## src/rtl/tlight_ped_req.sv

```systemverilog
// tlight_ped_req: pedestrian button front end with sync, debounce, latched requests
// and per-axis call/urgency flags for the intersection light controller.
`default_nettype none

module tlight_ped_req #(
  parameter int DEB_CYCLES = 4,
  parameter int WAIT_W     = 8,
  parameter int MAX_WAIT   = 200
) (
  input  logic       Cp,
  input  logic       reset,
  input  logic [3:0] btn,
  input  logic [3:0] walk_g,
  output logic [3:0] req,
  output logic       ew_call,
  output logic       ns_call,
  output logic       ew_urgent,
  output logic       ns_urgent
);

  localparam int                CW       = $clog2(DEB_CYCLES);
  localparam logic [CW-1:0]     CNT_LAST = CW'(DEB_CYCLES - 1);
  localparam logic [WAIT_W-1:0] WAIT_MAX = WAIT_W'(MAX_WAIT);

  logic [3:0]        sync1;
  logic [3:0]        sync2;
  logic [3:0]        db;
  logic [3:0]        db_d;
  logic [3:0]        press;
  logic [3:0]        req_next;
  logic              ew_call_next;
  logic              ns_call_next;
  logic [WAIT_W-1:0] ew_cnt;
  logic [WAIT_W-1:0] ns_cnt;

  always_ff @(posedge Cp or posedge reset) begin
    if (reset) begin
      sync1 <= '0;
      sync2 <= '0;
      db_d  <= '0;
    end else begin
      sync1 <= btn;
      sync2 <= sync1;
      db_d  <= db;
    end
  end

  for (genvar i = 0; i < 4; i++) begin : g_deb
    logic [CW-1:0] cnt;

    // Any return of the synchronised level to the accepted level restarts the count.
    always_ff @(posedge Cp or posedge reset) begin
      if (reset) begin
        cnt   <= '0;
        db[i] <= 1'b0;
      end else if (sync2[i] == db[i]) begin
        cnt <= '0;
      end else if (cnt == CNT_LAST) begin
        db[i] <= sync2[i];
        cnt   <= '0;
      end else begin
        cnt <= cnt + CW'(1);
      end
    end
  end

  assign press    = db & ~db_d;
  // Walk-green clear dominates a simultaneous press.
  assign req_next = (req | press) & ~walk_g;

  assign ew_call_next = req_next[0] | req_next[1];
  assign ns_call_next = req_next[2] | req_next[3];

  // Counters clear on the same edge the call drops so urgency falls with the call.
  always_ff @(posedge Cp or posedge reset) begin
    if (reset) begin
      req    <= '0;
      ew_cnt <= '0;
      ns_cnt <= '0;
    end else begin
      req <= req_next;

      if (!ew_call_next)
        ew_cnt <= '0;
      else if (ew_call && ew_cnt != WAIT_MAX)
        ew_cnt <= ew_cnt + WAIT_W'(1);

      if (!ns_call_next)
        ns_cnt <= '0;
      else if (ns_call && ns_cnt != WAIT_MAX)
        ns_cnt <= ns_cnt + WAIT_W'(1);
    end
  end

  assign ew_call   = req[0] | req[1];
  assign ns_call   = req[2] | req[3];
  assign ew_urgent = (ew_cnt == WAIT_MAX);
  assign ns_urgent = (ns_cnt == WAIT_MAX);

endmodule

`default_nettype wire

```

## config.mk

```make
export PLATFORM = sky130hd
export DESIGN_NAME = tlight_ped_req
export DESIGN_NICKNAME = d
export VERILOG_FILES = /design/src/rtl/tlight_ped_req.sv
export SDC_FILE = /design/constraint.sdc
export NUM_CORES = 1
export LEC_CHECK = 0
export BUFFER_PORTS_ARGS = -buffer_cell sky130_fd_sc_hd__buf_2
export CAP_MARGIN = 20
export CORE_UTILIZATION = 45
export DETAILED_ROUTE_END_ITERATION = 6
export GPL_ROUTABILITY_DRIVEN = 0
export GPL_TIMING_DRIVEN = 1
export PLACE_DENSITY = 0.66
export SLEW_MARGIN = 20
export SYNTH_ARGS = -nofsm -noshare
export SYNTH_HDL_FRONTEND = slang
export SYNTH_SLANG_ARGS = --single-unit
```

## constraint.sdc

```tcl
create_clock -name Cp -period 1.5 [get_ports Cp]
set_input_delay 0.375 -clock Cp [delete_from_list [all_inputs] [get_ports Cp]]
set_output_delay 0.375 -clock Cp [all_outputs]
set_load 0.05 [all_outputs]
```

==> results of run 1 <==
==> flip-flops by register name (all words and copies together) (netlist names) <==
name / cells
ew_cnt: 8
g_deb.cnt: 8
ns_cnt: 8
db: 4
db_d: 4
req: 4
sync1: 4
sync2: 4
==> report_power, final <==
part	internal, mW	switching (mW)	total [mW]
clock network	0.494	0.380	0.874
logic	0.748	0.817	1.57
registers	1.47	0.168	1.64
total	2.71	1.36	4.08
==> routing by layer <==
layer	share of wire	vias up	wire length (um)	global-route usage
met5	0	-	0	0
met4	0.014	0	43	0.0625
met3	0.029	5	93	0.0538
met2	0.52	16	1650	0.291
met1	0.43	607	1370	0.212
li1	-	599	-	-
==> how the worst max path moves through the flow <==
stage	start	endpoint	slack (ns)	cells after the start
after floorplan	ew_cnt[0]$_DFFE_PP0P_	ew_urgent	-0.09	4
after global placement	ew_cnt[0]$_DFFE_PP0P_	ew_urgent	-0.02	5
after detailed placement	ew_cnt[0]$_DFFE_PP0P_	ew_urgent	-0.07	5
after CTS	ew_cnt[0]$_DFFE_PP0P_	ew_urgent	-0.29	5
after global routing	ew_cnt[0]$_DFFE_PP0P_	ew_urgent	-0.34	5
final	ew_cnt[0]$_DFFE_PP0P_	ew_urgent	-0.27	5
==> area by class of cell <==
cell class / instances / share of cell area
Timing Repair Buffer: 42 / 0.137
Inverter: 9 / 0.0142
Multi-Input combinational cell: 97 / 0.314
Clock inverter: 2 / 0.0147
Tap cell: 48 / 0.0252
Sequential cell: 44 / 0.465
Clock buffer: 6 / 0.0305
==> what timing repair did <==
item                       in CTS  in global routing
resized for setup              13                  9
setup buffers                  10                  2
setup endpoints to repair       7                 12
pin swaps                       5                  9
==> through the flow <==
step,setup slack (ns),std cells
after floorplan,-0.0913,151
after global placement,-0.0237,230
after detailed placement,-0.0658,230
after CTS,-0.292,247
after global routing,-0.342,248
final,-0.273,248
==> logic make-up after synthesis <==
logic type	share of synthesized area
adders and majority gates	0.0550
DFF	0.605
AOI/OAI and AO/OA	0.0536
and+or+nand+nor	0.148
buffers and inverters	0.0213
xor gates and xnor gates	0.0818
muxes	0.0357
==> synth_stat cells <==
| cell type | instances |
|---|---|
| a21oi_1 | 5 |
| and2_1 | 1 |
| and2_2 | 1 |
| and3_1 | 1 |
| buf_2 | 1 |
| dfrtp_1 | 44 |
| ha_1 | 8 |
| inv_1 | 9 |
| mux2_2 | 4 |
| mux2i_1 | 2 |
| nand2_1 | 3 |
| nand2b_1 | 5 |
| nand3_1 | 3 |
| nand4_1 | 3 |
| nand4b_1 | 1 |
| nor2_1 | 21 |
| nor2b_1 | 4 |
| nor3_1 | 6 |
| o2111ai_1 | 2 |
| o211ai_1 | 2 |
| o21ai_0 | 1 |
| o21ai_4 | 1 |
| o311a_1 | 1 |
| o31a_1 | 1 |
| or2_2 | 2 |
| or3_1 | 1 |
| or3_4 | 1 |
| xnor2_1 | 11 |
| xor2_1 | 6 |
==> worst register-to-register path, delay by kind of cell (launching register included) <==
kind            cells  cell delay, ns
fa+ha+maj           1            0.12
mux                 1            0.19
buf+inv             2            0.27
simple gates        2            0.23
compound gates      1            0.28
flops               1            0.39
==> cells in the final DEF (no fill, tap or decap), drive strengths merged, types with 2 or more instances in the layout <==
master and n:
dfrtp 44, buf 42, nor2 21, xnor2 11, inv 9, ha 8, xor2 6, nor3 6
clkbuf 6, nand2b 5, a21oi 5, mux2 4, nor2b 4, nand3 3, nand2 3, nand4 3
o211ai 2, or2 2, mux2i 2, or3 2, o21ai 2, o2111ai 2, and2 2
==> key figures, run 1 <==
Run status
  • Outcome: complete, but fails checks
  • Failing checks: setup timing

Drt
  • Final routed DRC violation total: 0
  • Via count: 1227
  • Drt first pass iters: 4
  • Vias per inst: 4.95
  • Drt initial violations: 25
  • Routed wire length: 3160 um
  • Final antenna-violating net count: 0
  • DR WL/cell: 12.7 um

Timing
  • Setup_tns: -0.751 ns
  • F_max: 564 MHz
  • Slew of the pin with the lowest slew margin: 0.263 ns
  • Final setup margin: -0.273 ns
  • Slew headroom: 0.825
  • Post-layout minimum cycle time: 1.77 ns
  • Final hold vios: 0
  • Setup violations, final: 8
  • Worst clock skew: 0.00828 ns
  • Tcrit/Tclk final: 1.18
  • Tightest hold margin: 0.125 ns
  • RSZ-0062 raised after global routing: true
  • Final Slew Violations: 0

Synthesis
  • Synth cell types: 29
  • Yosys warning count: 0
  • Synth area leaders: dfrtp_1 60%, ha_1 5.5%, xnor2_1 5.3%, nor2_1 4.3%, xor2_1 2.9%
  • Post-Syn Nets: 169
  • Area share of the largest cell type after synthesis: 0.605
  • Cell taking the most area after synthesis: dfrtp_1
  • Post-Syn Area: 0.00182 mm2
  • Synth Register Bits: 44
  • Syn Inst Count: 151
  • Syn Area/Cell: 12.1 um2
  • Seq/Total Area, Yosys: 0.605

Power and ir drop
  • Leak Pwr: 1.09 nW
  • Maximum vdd drop: 847 uV
  • Pwr Total: 4.08 mW
  • Pwr per Cell Area: 1710 mW/mm2

Floorplan
  • Core area: 0.00377 mm2
  • Num rows: 22
  • Die width: 65.6 um
  • # IOs: 18
  • Starting Density: 0.483
  • Die Span Y: 65.6 um
  • Die footprint: 0.00430 mm2

Setup path
  • Worst EP required: 1.12 ns
  • Register-to-register setup slack: -0.09 ns
  • Crit end category: output pin
  • Worst EP arrival: 1.40 ns
  • Chain of cells forming the critical path: inv_2, ha_4, nand4b_1, nor3_4, buf_6
  • R2R cell count: 7
  • Worst setup path class: register to output pin
  • CP bufs+invs: 2
  • CP Launch Type: register
  • Crit Path Max Fanout: 2
  • Slowest CP cell: dfrtp_1
  • Max incr delay on CP: 0.39 ns
  • Crit path max-delay family: flip-flops
  • Worst r2r dst: ew_cnt[1]$_DFFE_PP0P_
  • FF-to-FF Start: ew_cnt[0]$_DFFE_PP0P_

Clocking
  • # H-tree levels: 2
  • Hold-fix buffers at CTS: 0
  • Root Driver: clkbuf_8
  • CTS Buffer Depth: 2
  • Sink Count: 44
  • Clock Pin Slew Worst Setup and Hold Paths: 0.08 ns
  • CTS tree: yes
  • Clock latency on the worst-skew pair: 0.29 ns
  • Total CTS buffers: 5

GRT
  • First-pass GRT wire length: 5610 um
  • Gr usage total: 0.175
  • Vias in the first global route: 1306
  • Gr ovfl total: 0
  • Largest net degree at the start of global routing: 45
  • Initial antenna violation count: 0

Finish
  • Share of layout cells above drive strength 1: 0.365
  • Area of the multi-input gates: 747 um2
  • Fillcell total: 305
  • Reg area: 0.00111 mm2
  • Layout Area Growth over Synthesis: 30.7%
  • Final nets: 217
  • Core Util, Final: 0.631
  • N_diodes: 0
  • Post-route cell area: 0.00238 mm2

Min path
  • Hold WC Path Type: primary input to async pin

Placed design
  • DP HPWL: 2110 um
  • Port Buf Inserts: 17
  • DP Area: 0.00212 mm2

Job
  • Max cap viols: 0
(Power assumes the default switching activity.)
==> run 2: changes to the inputs <==
==> constraint.sdc (replaced) <==
create_clock -name Cp -period 1.5 [get_ports Cp]
set_input_delay 0 -clock Cp [delete_from_list [all_inputs] [get_ports Cp]]
set_output_delay 0 -clock Cp [all_outputs]
set_load 0.05 [all_outputs]
==> run 2 against run 1 <==
Net effect: the flow now finishes without violations; first-iteration DRC count rose to 2.6 times the previous value; via count fell by 1.4%; wire length fell by 3.9%; critical endpoint is now ns_urgent; non-clock buffer count fell by 5; utilization fell by 3.2 points; cell count fell by 2.0%; total power fell by 11%.
==> key figures, run 2 (synthesized netlist as in run 1, its figures left out) <==
Finish
  • Share of layout cells above drive strength 1: 0.262 (-0.103)
  • Final nets: 212 (-2.3%)
  • Core Util, Final: 0.599 (-0.0322)
  • Most frequent cells in the layout: 40 x dfrtp_1, 21 x nor2_1, 15 x buf_2
  • Fillcell total: 296 (-3.0%)
  • Layout Cells excl Fill: 243 (-2.0%)
  • N_diodes: 0 (unchanged)
  • Post-route cell area: 0.00226 mm2 (-5.1%)
  • Biggest regs: ew_cnt: 8 flops, g_deb.cnt: 8 flops, ns_cnt: 8 flops
  • Layout Area Growth over Synthesis: 24.1%
  • Commonest non-fill, non-tap cell in the layout: dfrtp_1

Clocking
  • Sink Count: 44 (unchanged)
  • Clock latency on the worst-skew pair: 0.29 ns (about the same)
  • CTS tree: yes
  • Clock Pin Slew Worst Setup and Hold Paths: 0.08 ns (about the same)
  • Total CTS buffers: 5 (unchanged)
  • CTS Buffer Depth: 2 (unchanged)
  • # H-tree levels: 2 (unchanged)
  • Root Driver: clkbuf_8

Power and ir drop
  • Clock share of power: 0.205 (-0.009)
  • Leak Pwr: 1.03 nW (-5.5%)
  • Pwr per Cell Area: 1610 mW/mm2 (-5.8%)
  • Sw frac: 0.347 (+0.0124)
  • Maximum vdd drop: 975 uV (+15%)
  • Psw: 1.26 mW (-7.3%)
  • Pint: 2.38 mW (-12%)
  • Comb power frac: 0.341 (-0.043)
  • Flop pwr share: 0.453 (+0.051)
  • Pwr Total: 3.65 mW (-11%)

Floorplan
  • Core area: 0.00377 mm2 (unchanged)
  • Starting Density: 0.483 (unchanged)
  • # IOs: 18 (unchanged)
  • Die width: 65.6 um (unchanged)
  • Num rows: 22 (unchanged)
  • Die Span Y: 65.6 um (unchanged)
  • Die footprint: 0.00430 mm2 (unchanged)

Setup path
  • Worst setup path class: register to output pin
  • Worst EP arrival: 1.45 ns (+0.05 ns)
  • Register-to-register setup slack: 0.06 ns (+0.15 ns)
  • CP Launch Type: register
  • Crit Path Max Fanout: 3 (+1)
  • Worst EP required: 1.50 ns (+0.38 ns)
  • Crit end category: output pin

Timing
  • Post-layout minimum cycle time: 1.45 ns (-0.321 ns)
  • Final hold vios: 0 (unchanged)
  • RSZ-0062 raised after global routing: true
  • Final Slew Violations: 0 (unchanged)
  • Worst clock skew: 0.00614 ns (-0.00214 ns)
  • Slew of the pin with the lowest slew margin: 0.542 ns (+0.279 ns)
  • Tcrit/Tclk final: 0.968 (-0.214)
  • Slew headroom: 0.639 (-0.186)
  • F_max: 689 MHz (+22%)
  • Setup violations, final: 0 (-8)

Drt
  • Final antenna-violating net count: 0 (unchanged)
  • Routed wire length: 3040 um (-3.9%)
  • Final routed DRC violation total: 0 (unchanged)
  • Via count: 1210 (-1.4%)
  • DR WL/cell: 12.5 um (-1.9%)
  • Vias per inst: 4.98 (+0.64%)
  • Drt initial violations: 65 (+160%)
  • Drt first pass iters: 4 (unchanged)

GRT
  • Initial antenna violation count: 0 (unchanged)
  • Largest net degree at the start of global routing: 45 (unchanged)
  • First-pass GRT wire length: 5410 um (-3.6%)
  • Gr ovfl total: 0 (unchanged)
  • Gr usage total: 0.168 (-0.00641)
  • Vias in the first global route: 1283 (-1.8%)

Job
  • Max cap viols: 0 (unchanged)

Placed design
  • DP Area: 0.00204 mm2 (-4.0%)
  • DP HPWL: 2000 um (-5.1%)
  • Placed cell count: 224 (-2.6%)
  • Port Buf Inserts: 17 (unchanged)

Min path
  • Hold WC Path Type: register to register

Run status
  • Outcome: finished clean
## run 2: cell types whose count changed in the layout (fill, tap and decap cells not counted), sizes merged
cell,change
buf,-14
dlygate4sd3,+9
clkbuf,+2
bufinv,-1
clkinv,-1
## run 2: layout make-up
class                   count  area (um2)  area share
well taps                  48        60.1      0.0266
clock buffers               8        90.1      0.0399
flip-flops and latches     44        1110       0.490
inverters                   9        33.8      0.0150
repair buffers             37         270       0.120
multi-input cells          97         698       0.309
## run 2: final timing paths
path                                  startpoint                    end  cells past startpoint
max in group asynchronous                  reset       req[2]$_DFF_PP0_                      4
min in group asynchronous                  reset     sync2[2]$_DFF_PP0_                      4
min                           sync1[3]$_DFF_PP0_     sync2[3]$_DFF_PP0_                      0
min reg2reg                   sync1[3]$_DFF_PP0_     sync2[3]$_DFF_PP0_                      0
max                        ns_cnt[1]$_DFFE_PP0P_              ns_urgent                      5
max reg2reg                ns_cnt[0]$_DFFE_PP0P_  ns_cnt[6]$_DFFE_PP0P_                      7
## run 2: what timing repair did
| action | 4_1_cts | 5_1_grt |
|---|---|---|
| setup endpoints to repair | 2 | 9 |
| gates resized for setup | 4 | 4 |
| buffers inserted | 0 | 2 |
| gates cloned | 0 | 0 |
| pin swaps | 1 | 9 |
| endpoints found under the hold margin | 52 | 0 |
| hold buffers | 9 | 0 |
## run 2: layer usage
layer  global-route usage  part of all wire  vias up
li1                     -                 -      592
met1                0.195              0.45      596
met2                0.293              0.50       15
met3               0.0417             0.025        7
met4               0.0734             0.017        0
met5                    0                 0        -
## run 2: worst max-delay path: stages, from the launching register on
cell	delay (ns)
dfrtp_1	0.39
inv_2	0.08
ha_4	0.13
nand4_1	0.20
nor2_1	0.19
buf_6	0.18
## run 2: per-stage QoR
| step | worst slack [ns] | setup TNS, ns | hold WS (ns) |
|---|---|---|---|
| after floorplan | 0.00794 | 0 | 0.0314 |
| after global placement | 0.114 | 0 | 0.109 |
| after detailed placement | 0.0217 | 0 | 0.109 |
| after CTS | 0.00598 | 0 | 0.338 |
| after global routing | -0.0560 | -0.127 | 0.339 |
| final | 0.0481 | 0 | 0.352 |
## run 2: power groups by stage
stage | clock network (mW) | logic, mW | registers (mW)
after detailed placement | 0 | 1.19 | 1.68
final | 0.748 | 1.24 | 1.65
after global routing | 0.823 | 1.38 | 1.70
after global placement | 0 | 1.14 | 1.65
after floorplan | 0 | 0.760 | 1.78
after CTS | 0.773 | 1.22 | 1.66
==> run 3: changes to the inputs <==
- CORE_UTILIZATION: 45 -> 35
- PLACE_DENSITY: 0.66 -> not set
==> run 3 against run 2 <==
Net effect: cell count is 7.0% higher; global-route usage fell by 3.7 points; via count rose by 0.91%; sequential power hardly changed; non-clock buffer count decreased by 1; clock power grew 38%; largest power group unchanged; register-to-register slack hardly changed.
==> key figures, run 3 (synthesized netlist as in run 1, its figures left out) <==
Run status
  • Outcome: finished clean

Min path
  • Hold WC Path Type: primary input to async pin

Finish
  • N_diodes: 0 (unchanged)
  • Core Util, Final: 0.477 (-0.122)
  • Layout Cells excl Fill: 260 (+7.0%)
  • Commonest non-fill, non-tap cell in the layout: dfrtp_1
  • Layout Area Growth over Synthesis: 27.0%
  • Most frequent cells in the layout: 40 x dfrtp_1, 20 x nor2_1, 15 x buf_2
  • Final nets: 211 (-0.47%)
  • Biggest regs: ew_cnt: 8 flops, g_deb.cnt: 8 flops, ns_cnt: 8 flops
  • Post-route cell area: 0.00231 mm2 (+2.4%)
  • Share of layout cells above drive strength 1: 0.269 (+0.00789)

Timing
  • Post-layout minimum cycle time: 1.44 ns (-0.0112 ns)
  • Final hold vios: 0 (unchanged)
  • Setup violations, final: 0 (unchanged)
  • Slew headroom: 0.763 (+0.124)
  • Setup_tns: 0 ns (unchanged)
  • Tightest hold margin: 0.309 ns (-0.0433 ns)
  • RSZ-0062 raised after global routing: true
  • Slew of the pin with the lowest slew margin: 0.355 ns (-0.187 ns)
  • Worst clock skew: 0.00821 ns (+0.00207 ns)
  • Final Slew Violations: 0 (unchanged)
  • Tcrit/Tclk final: 0.960 (-0.00748)
  • F_max: 694 MHz (+0.78%)

Drt
  • Drt first pass iters: 4 (unchanged)
  • Drt initial violations: 48 (-26%)
  • Routed wire length: 3100 um (+1.9%)
  • Final antenna-violating net count: 0 (unchanged)
  • Via count: 1221 (+0.91%)
  • Vias per inst: 4.70 (-5.7%)
  • Final routed DRC violation total: 0 (unchanged)
  • DR WL/cell: 11.9 um (-4.8%)

Floorplan
  • Die footprint: 0.00549 mm2 (+28%)
  • Starting Density: 0.375 (-0.107)
  • # IOs: 18 (unchanged)
  • Die width: 74.1 um (+13%)
  • Num rows: 25 (+14%)
  • Die Span Y: 74.1 um (+13%)
  • Core area: 0.00485 mm2 (+29%)

GRT
  • Initial antenna violation count: 0 (unchanged)
  • First-pass GRT wire length: 5370 um (-0.76%)
  • Vias in the first global route: 1240 (-3.4%)
  • Largest net degree at the start of global routing: 30 (-33%)
  • Gr ovfl total: 0 (unchanged)
  • Gr usage total: 0.131 (-0.0367)

Setup path
  • R2R cell count: 4 (-3)
  • Setup crit start: ns_cnt[4]$_DFFE_PP0P_
  • Crit Path Max Fanout: 4 (+1)
  • Register-to-register setup slack: 0.07 ns (about the same)
  • Worst setup path class: register to output pin
  • Worst r2r dst: ns_cnt[1]$_DFFE_PP0P_
  • FF-to-FF Start: ns_cnt[4]$_DFFE_PP0P_
  • Worst EP required: 1.50 ns (about the same)
  • Crit end category: output pin
  • CP Launch Type: register
  • Worst EP arrival: 1.44 ns (about the same)

Clocking
  • CTS Buffer Depth: 2 (unchanged)
  • Clock latency on the worst-skew pair: 0.29 ns (about the same)
  • Root Driver: clkbuf_8
  • Sink Count: 44 (unchanged)
  • Clock Pin Slew Worst Setup and Hold Paths: 0.08 ns (about the same)
  • # H-tree levels: 2 (unchanged)
  • CTS tree: yes
  • Total CTS buffers: 5 (unchanged)

Job
  • Max cap viols: 0 (unchanged)

Placed design
  • DP Area: 0.00206 mm2 (+1.2%)
  • DP HPWL: 2230 um (+11%)
  • Placed cell count: 243 (+8.5%)
  • Port Buf Inserts: 17 (unchanged)

Power and ir drop
  • Maximum vdd drop: 724 uV (-26%)
  • Pwr per Cell Area: 1680 mW/mm2 (+4.3%)
  • Leak Pwr: 1.04 nW (+1.4%)
run 3: changes by cell type in the layout (fill, tap and decap cells not counted), sizes merged:
| cell | change |
|---|---|
| buf | -1 |
| bufinv | +2 |
| clkbuf | -3 |
run 3: how the worst max path moves through the flow:
stage | end | depth (start not counted)
after floorplan | ns_urgent | 4
after global routing | ns_urgent | 5
after detailed placement | ns_cnt[7]$_DFFE_PP0P_ | 6
after CTS | ns_urgent | 5
final | ns_urgent | 3
after global placement | ns_cnt[7]$_DFFE_PP0P_ | 6
run 3: timing repair:
item / CTS / global route
buffers inserted: 1 / 0
pin swaps: 0 / 7
setup endpoints to repair: 3 / 8
hold buffers: 9 / 0
resized for setup: 2 / 6
hold endpoints to repair: 36 / 0
run 3: routing by layer:
layer	GRT usage	vias up	routed length [um]
li1	-	586	-
met1	0.162	597	1350
met2	0.213	32	1570
met3	0.0407	6	129
met4	0.0577	0	46
met5	0	-	0
run 3: cell type report:
type | count | area [um2]
inverters | 9 | 33.8
multi-input cells | 97 | 697
flip-flops and latches | 44 | 1110
fillers | 444 | 2540
clock buffers | 5 | 68.8
clock inverters | 2 | 60.1
repair buffers | 36 | 263
well taps | 67 | 83.8
run 3: critical path, stage by stage (launching register included):
cell and delay (ns):
dfrtp_1 0.43, or3_4 0.42, nor2_2 0.13, buf_6 0.17
run 3: power breakdown:
part | switching [mW] | leakage, nW | internal (mW) | total (mW)
registers | 0.188 | 0.561 | 1.47 | 1.66
logic | 0.704 | 0.417 | 0.502 | 1.21
clock network | 0.374 | 0.0642 | 0.655 | 1.03
run 3: per-stage QoR:
step                      power [mW]  worst slack (ns)
after floorplan                 2.54           0.00794
after global placement          2.79            0.0696
after detailed placement        2.86           -0.0279
after CTS                       3.94            0.0213
after global routing            4.14          -0.00812
final                           3.89            0.0593
